==> src/rtl/sa_skew_sequencer_if.sv <==
// Tile-controller to skew-sequencer bundle.
// Operand buffers and start request in; array drive and status out.
interface sa_skew_sequencer_if #(
    parameter int DATA_BITS = 32
);
    logic                 start;
    logic                 acc;
    logic [DATA_BITS-1:0] buf_a0;
    logic [DATA_BITS-1:0] buf_a1;
    logic [DATA_BITS-1:0] buf_a2;
    logic [DATA_BITS-1:0] buf_a3;
    logic [DATA_BITS-1:0] buf_b0;
    logic [DATA_BITS-1:0] buf_b1;
    logic [DATA_BITS-1:0] buf_b2;
    logic [DATA_BITS-1:0] buf_b3;
    logic                 busy;
    logic                 sa_clr;
    logic                 sa_en;
    logic [DATA_BITS-1:0] sa_a_in;
    logic [DATA_BITS-1:0] sa_b_in;
    logic                 done;

    modport master (
        output start, acc,
        output buf_a0, buf_a1, buf_a2, buf_a3,
        output buf_b0, buf_b1, buf_b2, buf_b3,
        input  busy, sa_clr, sa_en, sa_a_in, sa_b_in, done
    );

    modport slave (
        input  start, acc,
        input  buf_a0, buf_a1, buf_a2, buf_a3,
        input  buf_b0, buf_b1, buf_b2, buf_b3,
        output busy, sa_clr, sa_en, sa_a_in, sa_b_in, done
    );
endinterface

==> src/rtl/sa_skew_sequencer.sv <==
// Sequences one 4x4x4 tile through the systolic array:
// capture, optional clear, skewed feed, drain, done pulse.
module sa_skew_sequencer #(
    parameter int ELEM_BITS    = 8,
    parameter int DATA_BITS    = 4 * ELEM_BITS,
    parameter int DRAIN_CYCLES = 4
) (
    input  logic              clk,
    input  logic              rst,
    sa_skew_sequencer_if.slave bus
);
    localparam int DW = $clog2(DRAIN_CYCLES + 1);

    typedef enum logic [2:0] {
        IDLE,
        CLEAR,
        FEED,
        DRAIN,
        DONE
    } state_t;

    state_t               state_q;
    state_t               state_d;
    logic [2:0]           t_q;
    logic [2:0]           t_d;
    logic [DW-1:0]        d_q;
    logic [DW-1:0]        d_d;
    logic [DATA_BITS-1:0] a_q [4];
    logic [DATA_BITS-1:0] b_q [4];
    logic                 acc_q;
    logic [DATA_BITS-1:0] a_lane;
    logic [DATA_BITS-1:0] b_lane;

    // State and counter registers.
    always_ff @(posedge clk or posedge rst) begin
        if (rst) begin
            state_q <= IDLE;
            t_q     <= '0;
            d_q     <= '0;
        end else begin
            state_q <= state_d;
            t_q     <= t_d;
            d_q     <= d_d;
        end
    end

    // Operand capture; only an accepted start in IDLE loads the buffers.
    always_ff @(posedge clk or posedge rst) begin
        if (rst) begin
            for (int i = 0; i < 4; i++) begin
                a_q[i] <= '0;
                b_q[i] <= '0;
            end
            acc_q <= 1'b0;
        end else if (state_q == IDLE && bus.start) begin
            a_q[0] <= bus.buf_a0;
            a_q[1] <= bus.buf_a1;
            a_q[2] <= bus.buf_a2;
            a_q[3] <= bus.buf_a3;
            b_q[0] <= bus.buf_b0;
            b_q[1] <= bus.buf_b1;
            b_q[2] <= bus.buf_b2;
            b_q[3] <= bus.buf_b3;
            acc_q  <= bus.acc;
        end
    end

    // Next-state logic; each counted state leaves on its terminal count.
    always_comb begin
        state_d = state_q;
        t_d     = t_q;
        d_d     = d_q;
        unique case (state_q)
            IDLE: begin
                if (bus.start) begin
                    state_d = CLEAR;
                end
            end
            CLEAR: begin
                state_d = FEED;
                t_d     = '0;
            end
            FEED: begin
                if (t_q == 3'd6) begin
                    state_d = DRAIN;
                    t_d     = '0;
                    d_d     = '0;
                end else begin
                    t_d = t_q + 3'd1;
                end
            end
            DRAIN: begin
                if (d_q == DW'(DRAIN_CYCLES - 1)) begin
                    state_d = DONE;
                    d_d     = '0;
                end else begin
                    d_d = d_q + DW'(1);
                end
            end
            DONE: begin
                state_d = IDLE;
            end
            default: begin
                state_d = IDLE;
            end
        endcase
    end

    // Diagonal skew: edge lane r at step t carries element t-r of word r.
    always_comb begin
        a_lane = '0;
        b_lane = '0;
        if (state_q == FEED) begin
            for (int r = 0; r < 4; r++) begin
                if (t_q >= 3'(r) && (t_q - 3'(r)) <= 3'd3) begin
                    a_lane[r*ELEM_BITS +: ELEM_BITS] =
                        a_q[r][int'(t_q - 3'(r)) * ELEM_BITS +: ELEM_BITS];
                    b_lane[r*ELEM_BITS +: ELEM_BITS] =
                        b_q[r][int'(t_q - 3'(r)) * ELEM_BITS +: ELEM_BITS];
                end
            end
        end
    end

    // Status and array controls decode from registered state only.
    always_comb begin
        bus.busy    = (state_q != IDLE);
        bus.sa_clr  = (state_q == CLEAR) && !acc_q;
        bus.sa_en   = (state_q == FEED) || (state_q == DRAIN);
        bus.done    = (state_q == DONE);
        bus.sa_a_in = a_lane;
        bus.sa_b_in = b_lane;
    end
endmodule

==> src/flat_wrapper.sv <==
// flat-port wrapper written by rule: the top's interface ports become plain ports
module sa_skew_sequencer_flat 
#(
    parameter int ELEM_BITS    = 8,
    parameter int DATA_BITS    = 4 * ELEM_BITS,
    parameter int DRAIN_CYCLES = 4
)
  (clk, rst, bus_start, bus_acc, bus_buf_a0, bus_buf_a1, bus_buf_a2, bus_buf_a3, bus_buf_b0, bus_buf_b1, bus_buf_b2, bus_buf_b3, bus_busy, bus_sa_clr, bus_sa_en, bus_sa_a_in, bus_sa_b_in, bus_done);
  sa_skew_sequencer_if #(.DATA_BITS(DATA_BITS)) bus_i ();
  input  logic clk;
  input  logic rst;
  input wire logic [$bits(bus_i.start)-1:0] bus_start;
  input wire logic [$bits(bus_i.acc)-1:0] bus_acc;
  input wire logic [$bits(bus_i.buf_a0)-1:0] bus_buf_a0;
  input wire logic [$bits(bus_i.buf_a1)-1:0] bus_buf_a1;
  input wire logic [$bits(bus_i.buf_a2)-1:0] bus_buf_a2;
  input wire logic [$bits(bus_i.buf_a3)-1:0] bus_buf_a3;
  input wire logic [$bits(bus_i.buf_b0)-1:0] bus_buf_b0;
  input wire logic [$bits(bus_i.buf_b1)-1:0] bus_buf_b1;
  input wire logic [$bits(bus_i.buf_b2)-1:0] bus_buf_b2;
  input wire logic [$bits(bus_i.buf_b3)-1:0] bus_buf_b3;
  output wire logic [$bits(bus_i.busy)-1:0] bus_busy;
  output wire logic [$bits(bus_i.sa_clr)-1:0] bus_sa_clr;
  output wire logic [$bits(bus_i.sa_en)-1:0] bus_sa_en;
  output wire logic [$bits(bus_i.sa_a_in)-1:0] bus_sa_a_in;
  output wire logic [$bits(bus_i.sa_b_in)-1:0] bus_sa_b_in;
  output wire logic [$bits(bus_i.done)-1:0] bus_done;
  assign bus_i.start = bus_start;
  assign bus_i.acc = bus_acc;
  assign bus_i.buf_a0 = bus_buf_a0;
  assign bus_i.buf_a1 = bus_buf_a1;
  assign bus_i.buf_a2 = bus_buf_a2;
  assign bus_i.buf_a3 = bus_buf_a3;
  assign bus_i.buf_b0 = bus_buf_b0;
  assign bus_i.buf_b1 = bus_buf_b1;
  assign bus_i.buf_b2 = bus_buf_b2;
  assign bus_i.buf_b3 = bus_buf_b3;
  assign bus_busy = bus_i.busy;
  assign bus_sa_clr = bus_i.sa_clr;
  assign bus_sa_en = bus_i.sa_en;
  assign bus_sa_a_in = bus_i.sa_a_in;
  assign bus_sa_b_in = bus_i.sa_b_in;
  assign bus_done = bus_i.done;
  sa_skew_sequencer #(.ELEM_BITS(ELEM_BITS), .DATA_BITS(DATA_BITS), .DRAIN_CYCLES(DRAIN_CYCLES)) u_core (.clk(clk), .rst(rst), .bus(bus_i));
endmodule
==> config.mk <==
export PLATFORM = sky130hd
export DESIGN_NAME = sa_skew_sequencer_flat
export DESIGN_NICKNAME = d
export VERILOG_FILES = /design/src/rtl/sa_skew_sequencer_if.sv /design/src/rtl/sa_skew_sequencer.sv /design/src/flat_wrapper.sv
export SDC_FILE = /design/constraint.sdc
export NUM_CORES = 1
export LEC_CHECK = 0
export BUFFER_PORTS_ARGS = -buffer_cell sky130_fd_sc_hd__buf_4
export CORE_UTILIZATION = 48
export DETAILED_ROUTE_END_ITERATION = 8
export MAX_ROUTING_LAYER = met4
export PLACE_DENSITY = 0.82
export SYNTH_ARGS = -nofsm -noshare
export SYNTH_HDL_FRONTEND = slang
export SYNTH_SLANG_ARGS = --single-unit
export TNS_END_PERCENT = 20
==> constraint.sdc <==
create_clock -name clk -period 15 [get_ports clk]
set_input_delay 3 -clock clk [delete_from_list [all_inputs] [get_ports clk]]
set_output_delay 3 -clock clk [all_outputs]
set_load 0.02 [all_outputs]
# [Yosys cells after proc, flatten, opt, wreduce, memory -nomap -nowiden]
# Cells that the tools add are included.
[op_classes] addsub=8 reduce_logical=14 order_cmp=8 mux=19 n_shift=8 eq_ne=9
[ops] operator="$shiftx 32x32->8" n=6
[ops] operator="$mux 32" n=2
[ops] operator="$mux 8" n=8
[ops] operator="$shiftx 32x7->8" n=2
[ops] operator="$mux 3" n=6
[ops] operator="$le 3x2->1 const B" n=4
[ops] operator="$pmux 3 s2" n=2
[ops] operator="$pmux 3 s4" n=1
[ops] operator="$eq 3x2->1 const B" n=3
[ops] operator="$sub 3x2->4 const B" n=2
[ops] operator="$add 3x1->3 const B" n=2
[ops] operator="$eq 3x3->1 const B" n=2
[ops] operator="$ge 3x1->1 const B" n=2
[ops] operator="$ge 3x2->1 const B" n=2
[ops] operator="$logic_and 1x1->1" n=6
[ops] operator="$sub 3x2->3 const B" n=2
[ops] operator="$ne 2x1->1 const B" n=2
[ops] operator="$reduce_bool 2->1" n=2
[ops] operator="$sub 3x1->4 const B" n=1
[ops] operator="$eq 3x1->1 const B" n=1
[ops] operator="$logic_not 3->1" n=1
[ops] operator="$reduce_and 3->1" n=1
[ops] operator="$reduce_bool 3->1" n=1
[ops] operator="$sub 3x1->3 const B" n=1
[ops] operator="other kinds (4)" n=4
[totals] elab_cells=78 input_bits=260 output_inout_bits=68 ff_bits=266

# [Longest topological paths before layout]
# Gate-level depths: netlist of run 1.
[depth] depth_word=5 depth_mapped=10 depth_no_buf=5

# [Worst setup path after synthesis of run 1]
# Ideal clock, no wire load.
[synth_timing] path_type="reg-to-output" startpoint="reg u_core.t_q[1]" endpoint="out bus_sa_a_in[27]" stages_incl_launch_ff=10 required_ps=12000 slack_ps=9194 n_path_buf=5 t_arrival_ps=2806 path_cell_list="dfrtp_1 clkbuf_1 buf_1 inv_1 ha_1 buf_2 buf_2 buf_2 mux4_2 nor3b_1"
[synth_between] elab_chain_cells=5 elab_cells_between_ends=8 classes_between="2 x add/sub; 2 x order compare; 1 x shift; 2 x mux; 1 x reduce/logical"
[synth_lines] element="start, declared" line="sa_skew_sequencer.sv:24" text="logic [2:0] t_q;"
[synth_lines] element="start signal, assigned" line="sa_skew_sequencer.sv:42" text="t_q <= t_d;"
[synth_lines] element="branches (longest 3 deep; another with $sub 3x2->4)"
[synth_lines] element="$mux 8 (*)" line="sa_skew_sequencer.sv:115" text="if (t_q >= 3'(r) && (t_q - 3'(r)) <= 3'd3) begin"
[synth_lines] element="$mux 32 (*)" line="sa_skew_sequencer.sv:113" text="if (state_q == FEED) begin"
[synth_lines] element="end, declared" line="flat_wrapper.sv:25" text="output wire logic [$bits(bus_i.sa_a_in)-1:0] bus_sa_a_in;"
# Every way passes the cells marked *.

# [Worst setup path in the final report of run 1]
[layout_timing] startpoint="reg u_core.t_q[1]" endpoint="out bus_sa_b_in[11]"
[layout_between] elab_chain_cells=5 elab_cells_between_ends=8 classes_between="2 x add/sub; 2 x order compare; 1 x shift; 2 x mux; 1 x reduce/logical"
[layout_lines] element="branches (longest 3 deep; another with $sub 3x1->4)"
[layout_lines] element="$mux 8 (*)" line="sa_skew_sequencer.sv:115"
[layout_lines] element="$mux 32 (*)" line="sa_skew_sequencer.sv:113"
[layout_lines] element="end, declared" line="flat_wrapper.sv:26" text="output wire logic [$bits(bus_i.sa_b_in)-1:0] bus_sa_b_in;"
# Marked as above.

==> results of run 1 <==
-- report_power, final --
part	internal (W)	total [W]	switching (W)	leakage, nW
combinational	0.00105	0.00165	0.000604	3.99
clock	0.000425	0.000706	0.000280	0.476
sequential	0.00109	0.00134	0.000249	3.16
total	0.00256	0.00370	0.00113	7.62
-- cells by family after synthesis --
kind of cell | count (synthesis) | synth area share [%]
and+or+nand+nor | 92 | 4.62
adders and majority gates | 11 | 1.04
muxes | 321 | 38.3
DFF | 266 | 50.1
xor gates and xnor gates | 1 | 0.0660
AOI/OAI and AO/OA | 17 | 1.01
buffers and inverters | 60 | 4.85
-- sequential cells by signal, summed over array words and instances, names as in the netlist --
signal,flops
u_core.a_q,128
u_core.acc_q,1
u_core.b_q,128
u_core.d_q,3
u_core.state_q,3
u_core.t_q,3
-- cell type report --
| type | instances | area, sq um |
|---|---|---|
| Tap cell | 341 | 427 |
| Clock inverter | 5 | 50.0 |
| Multi-Input combinational cell | 442 | 5990 |
| Timing Repair Buffer | 336 | 2530 |
| Clock buffer | 48 | 907 |
| Sequential cell | 266 | 6660 |
| Fill cell | 2008 | 10400 |
| Inverter | 6 | 30.0 |
-- layout by cell type, fill, tap and decap left out, types with 3 or more instances in the layout --
cell type,synthesis,layout
buf_4,2,335
dfrtp_1,266,264
mux2_4,200,200
mux4_2,64,64
nor2b_1,50,50
mux2_1,30,30
clkbuf_16,0,29
mux2_2,27,27
nor3b_1,16,16
clkbuf_8,0,11
ha_1,11,10
clkbuf_1,11,8
inv_1,6,5
nand2_1,4,4
nand2b_1,4,4
nand3b_1,4,4
clkinv_2,0,4
a22o_1,3,3
-- path summary, 6_finish.rpt --
| path | from | endpoint | slack, ns | depth (start not counted) |
|---|---|---|---|---|
| worst max-delay path | u_core.t_q[1]$_DFFE_PP0P_ | bus_sa_b_in[11] | 7.54 | 6 |
| worst min-delay path | u_core.a_q[26]$_DFFE_PP0P_ | u_core.a_q[26]$_DFFE_PP0P_ | 0.48 | 1 |
| worst max register to register | u_core.state_q[0]$_DFFE_PP0P_ | u_core.b_q[86]$_DFFE_PP0P_ | 11.30 | 5 |
| worst min register to register | u_core.a_q[26]$_DFFE_PP0P_ | u_core.a_q[26]$_DFFE_PP0P_ | 0.48 | 1 |
| max in group asynchronous | rst | u_core.b_q[119]$_DFFE_PP0P_ | 10.01 | 4 |
| min in group asynchronous | rst | u_core.a_q[42]$_DFFE_PP0P_ | 2.58 | 2 |
-- critical path, delay by kind of cell (launching register included) --
kind,cells,cell delay (ns)
AO/OA/AOI/OAI,2,0.83
adder cells (fa/ha/maj),1,1.15
buffers and inverters,2,0.51
flip-flops,1,1.07
AND/OR/NAND/NOR,1,0.34
-- per-layer routing --
metal / GRT usage (%) / routed length [microns]
met3: 4.89 / 1890
met2: 35.1 / 14400
met1: 27.6 / 12600
met4: 5.53 / 554
met5: - / 0
-- stage by stage --
step,power (W),hold WS [ns],worst slack [ns],instances,instance area [sq um]
floorplan,0.00260,0.452,4.67,768,13300
global placement,0.00295,0.462,8.22,1391,15600
detailed placement,0.00300,0.471,8.10,1391,15600
CTS,0.00373,0.486,7.50,1444,16600
global route,0.00390,0.499,7.25,1444,16600
finish,0.00370,0.479,7.54,1444,16600
==> impl_results.md, run 1 <==
* Crit Path Max Fanout at 38
* # diodes at 0
* Critical path class: reg -> out
* P_leak at 7.62 nW
* CP peak stage delay at 1.15 ns
* Max Cap Viol at 0
* Tmin final at 7.46 ns
* Synth Area per Inst at 17.3 sq um
* Fmax at 134 MHz
* Max clock buf depth at 3
* Clock latency on the worst-skew pair at 0.54 ns
* Final Core Density at 61.4%
* Post-Synthesis Cells at 768
* Worst hold path class: reg -> reg
* Vias per cell at 5.32
* Layout net count at 1352
* Rel. slew slack at 27.7%
* Largest net degree at the start of global routing at 118
* Initial DRC count at 419
* Share of the yosys chip area belonging to registers at 50.1%
* Final setup TNS at 0 ns
* Core Rows at 60
* Setup-failing EPs final at 0
* Detail Route Antenna Nets at 0
* Slew @ Worst Pin at 1.08 ns
* Vias at 7682
* CTS tree: yes
* Asr flop ratio synth at 100%
* Gr ovfl total at 0
* Final Skew at 0.0104 ns
* Synth warn at 0
* Core Area at 0.0270 sq mm
* Resize count post-CTS at 0
* Maximum VDD drop at 0.136 mV
* Area of the die at 0.0283 sq mm
* Post-synth EDFFs at 0
* Syn_nets at 1039
* Number of global-route vias before repair at 8441
* Clock Tree Root: clkbuf_16
* Total track usage at 21.6%
* #FFs+latches synth at 266
* TritonCTS Buffers at 29
* H-tree levels at 1
* CP cell instances: inv_1 > ha_2 > o21ba_2 > o2111ai_2 > nor2b_1 > buf_4
* Critical path arrival at 4.46 ns
* PortBufs at 327
* Post-CTS setup buffer count at 0
* Starting Density at 49.1%
* Worst setup EP type: primary output
* CP startpoint kind: flop
* Post-DP HPWL at 20000 microns
* Most used DFF post-synth: dfrtp_1
* Number of antenna violations at the first check in global routing at 0
* CP max stage cell: ha_2
* Area leader, netlist: dfrtp_1
* Routed wire per std cell at 20.4 microns
* Slew Limit Fails at 0
* Area delta synth->final at 25.0%
* First-pass detailed-route iteration total at 4
* Most instantiated cells after synthesis: dfrtp_1 (266), mux2_4 (200), mux4_2 (64)
* Die Ht at 168 microns
* Share of the synthesized area in the top cell type at 50.1%
* DRC Markers at 0
* Chip width at 168 microns
* Reg clk slew, reported paths at 0.06 ns
* Fin crit share at 49.7%
* Layout cell share with drive strength beyond 1 at 61.8%
* Distinct cell type count after synthesis at 42
* Critical Path RT at 12.00 ns
* DRT Wirelength at 29500 microns
* Cts hold-fix bufs at 0
* Final hold vios at 0
* First-pass GRT wire length at 46500 microns
* Synthesized area at 0.0133 sq mm
* Pwr/cell area at 223 mW/mm^2
* Setup repair after global routing missed its margin: no
* RD Place Congestion at 0.805
* I/O pin count at 328
* Most frequent cell after synthesis: dfrtp_1
* CTS sink count at 266
* Status: finished clean
* Area contributors post-synth: dfrtp_1 (50%), mux2_4 (23%), mux4_2 (11%), buf_12 (3.3%), mux2_1 (2.5%)
Note: power is estimated with default switching activity, not from simulation.
==> inputs of run 2 (changes only) <==
ABC_AREA = 1   (was default)
clock period = 7.2 ns   (was 15 ns; I/O delays follow)
==> run 2 against run 1 <==
Synthesized area is 1.1% lower. First-iteration DRC count is 130% higher. Sequential share of layout area is 0.083 points higher. Largest cell class unchanged. Highest routed layer unchanged.
==> impl_results.md, run 2 <==
* Most used DFF post-synth: dfrtp_1
* Slew Limit Fails at 0 (unchanged)
* Largest net degree at the start of global routing at 307 (+160%)
* Cell Area, Placed at 0.0155 sq mm (-0.96%)
* Crit Path Max Fanout at 109 (+190%)
* Detail Route Antenna Nets at 0 (unchanged)
* Final Skew at 0.00718 ns (-0.00318 ns)
* Initial DRC count at 952 (+130%)
* P_leak at 9.25 nW (+21%)
* Layout cell share with drive strength beyond 1 at 20.2% (-42 points)
* P_int at 0.00426 W (+66%)
* Largest regs: u_core.a_q x128, u_core.b_q x128
* Syn_nets at 1974 (+90%)
* Setup repair after global routing missed its margin: no
* Pwr/cell area at 428 mW/mm^2 (+92%)
* Cts hold-fix bufs at 0 (unchanged)
* Critical path arrival at 4.32 ns (-0.14 ns)
* CTS sink count at 266 (unchanged)
* First-pass detailed-route iteration total at 5 (+1)
* I/O pin count at 328 (unchanged)
* Switching part of the total power at 39.9% (+9.3 points)
* DRC Markers at 0 (unchanged)
* Post-DP HPWL at 24000 microns (+20%)
* H-tree levels at 1 (unchanged)
* Core Area at 0.0269 sq mm (-0.56%)
* Clock latency on the worst-skew pair at 0.54 ns (about the same)
* Area leader, netlist: dfrtp_1
* Most frequent cells in the layout: nand2_1 (442), buf_4 (335), inv_1 (300), dfrtp_1 (265), o21ai_1 (150)
* Post-CTS setup buffer count at 0 (unchanged)
* Maximum VDD drop at 0.293 mV (+110%)
* Share of the synthesized area in the top cell type at 50.7% (+0.54 points)
* Share of the yosys chip area belonging to registers at 50.7% (+0.54 points)
* Max Cap Viol at 0 (unchanged)
* Vias at 11800 (+54%)
* Clock Tree Root: clkbuf_16
* Tmin final at 5.76 ns
* TritonCTS Buffers at 29 (unchanged)
* Seq pwr share at 37.2% (+1.1 points)
* Routed wire per std cell at 15.3 microns (-25%)
* Final Cell Area at 0.0166 sq mm (-0.23%)
* Resize count post-CTS at 0 (unchanged)
* DRT Wirelength at 35600 microns (+21%)
* Area of the die at 0.0280 sq mm (-1.1%)
* Hold path cells at 2 (+1)
* Chip width at 167 microns (-0.53%)
* Worst setup EP type: primary output
* Worst hold path class: reg -> reg
* #FFs+latches synth at 266 (unchanged)
* Reg clk slew, reported paths at 0.06 ns (about the same)
* Gr ovfl total at 0 (unchanged)
* Final setup TNS at 0 ns (unchanged)
* Gate power share at 39.5% (-5.3 points)
* Number of antenna violations at the first check in global routing at 1 (+1)
* Most instantiated cells after synthesis: nand2_1 (442), inv_1 (301), dfrtp_1 (266)
* Core Rows at 60 (unchanged)
* Slew @ Worst Pin at 1.28 ns (+0.196 ns)
* Synth warn at 0 (unchanged)
* CP startpoint kind: flop
* Reg2Reg Depth at 8 (+3)
* Max clock buf depth at 3 (unchanged)
* Starting Density at 48.9% (-0.26 points)
* Most common cell after layout, fill and taps aside: nand2_1
* Setup-failing EPs final at 0 (unchanged)
* CTS tree: yes
* PortBufs at 327 (unchanged)
* NetSw at 0.00283 W (+150%)
* Synthesized area at 0.0131 sq mm (-1.1%)
* Critical Path RT at 5.76 ns (-6.24 ns)
* Post-synth EDFFs at 0 (unchanged)
* Most frequent cell after synthesis: nand2_1
* Die Ht at 167 microns (-0.53%)
* RD Place Congestion at 0.923 (+15%)
* Power share of the clock group at 23.3% (+4.2 points)
* Post-Synthesis Cells at 1703 (+120%)
* Synth Area per Inst at 7.71 sq um (-55%)
* Distinct cell type count after synthesis at 29 (-31%)
* Vias per cell at 5.06 (-5.0%)
* Total track usage at 26.3% (+4.6 points)
* Area contributors post-synth: dfrtp_1 (51%), nand2_1 (13%), inv_1 (8.6%), o21ai_1 (5.7%), nor2_1 (4.2%)
* Final hold vios at 0 (unchanged)
* Layout net count at 2241 (+66%)
* Fmax at 174 MHz
* Asr flop ratio synth at 100% (unchanged)
* Status: finished clean
* Rel. slew slack at 14.7% (-13 points)
* Critical path class: reg -> out
* Area delta synth->final at 26.1%
* Number of global-route vias before repair at 11572 (+37%)
* Fin crit share at 80.0%
* First-pass GRT wire length at 57500 microns (+24%)
## run 2: power by group through the flow
stage / combinational [W] / clock, W / sequential [W]
floorplan: 0.00224 / 0 / 0.00248
global placement: 0.00270 / 0 / 0.00261
detailed placement: 0.00280 / 0 / 0.00265
CTS: 0.00282 / 0.00168 / 0.00263
global route: 0.00318 / 0.00173 / 0.00272
finish: 0.00281 / 0.00165 / 0.00264
## run 2: final timing paths
kind | from | to | slack (ns)
max | u_core.t_q[0]$_DFFE_PP0P_ | bus_sa_a_in[26] | 1.44
min | u_core.a_q[58]$_DFFE_PP0P_ | u_core.a_q[58]$_DFFE_PP0P_ | 0.48
max reg2reg | u_core.t_q[0]$_DFFE_PP0P_ | u_core.state_q[1]$_DFFE_PP0P_ | 4.48
min reg2reg | u_core.a_q[58]$_DFFE_PP0P_ | u_core.a_q[58]$_DFFE_PP0P_ | 0.48
max in group asynchronous | rst | u_core.b_q[81]$_DFFE_PP0P_ | 5.22
min in group asynchronous | rst | u_core.b_q[111]$_DFFE_PP0P_ | 0.87
## run 2: per-layer routing
| layer | up-vias | track usage [%] | share of wire (%) |
|---|---|---|---|
| met3 | 83 | 3.92 | 6.9 |
| met5 | - | - | 0 |
| met2 | 489 | 43.0 | 47 |
| met4 | 0 | 8.97 | 3.2 |
| met1 | 5442 | 33.3 | 42 |
| li1 | 5786 | - | - |
## run 2: cells by family after synthesis
kind of cell,count (synthesis),synth area share (%)
adders and majority gates,11,1.05
xor gates and xnor gates,1,0.0667
and+or+nand+nor,650,19.8
buffers and inverters,407,13.6
DFF,266,50.7
AOI/OAI and AO/OA,368,14.9
## run 2: area by class of cell
cell class,count,area (sq um)
multi-input combinational,1030,4700
clock buffer,39,813
antenna,1,2.50
sequential,266,6660
clock inverter,14,254
inverter,306,1150
timing repair buffer,337,2550
fill,2335,10300
tap,341,427
## run 2: critical path, cell delays in order (launching register included)
cell and delay, ns:
dfrtp_4 1.15, inv_2 0.07, ha_1 1.10, inv_2 0.63, a21oi_1 0.30, o21ai_0 0.14
nand2_1 0.12, nor2_1 0.05, buf_4 0.17
## run 2: metrics by stage
| step | cells | utilization, % | power (W) | worst slack [ns] | hold WS, ns |
|---|---|---|---|---|---|
| final | 2334 | 61.6 | 0.00709 | 1.44 | 0.479 |
| after global routing | 2334 | 61.6 | 0.00764 | 1.11 | 0.504 |
| after CTS | 2333 | 61.6 | 0.00713 | 1.27 | 0.483 |
| after detailed placement | 2280 | 57.6 | 0.00544 | 1.92 | 0.468 |
| after global placement | 2280 | 57.6 | 0.00532 | 2.05 | 0.464 |
| after floorplan | 1703 | - | 0.00472 | 2.25 | 0.448 |
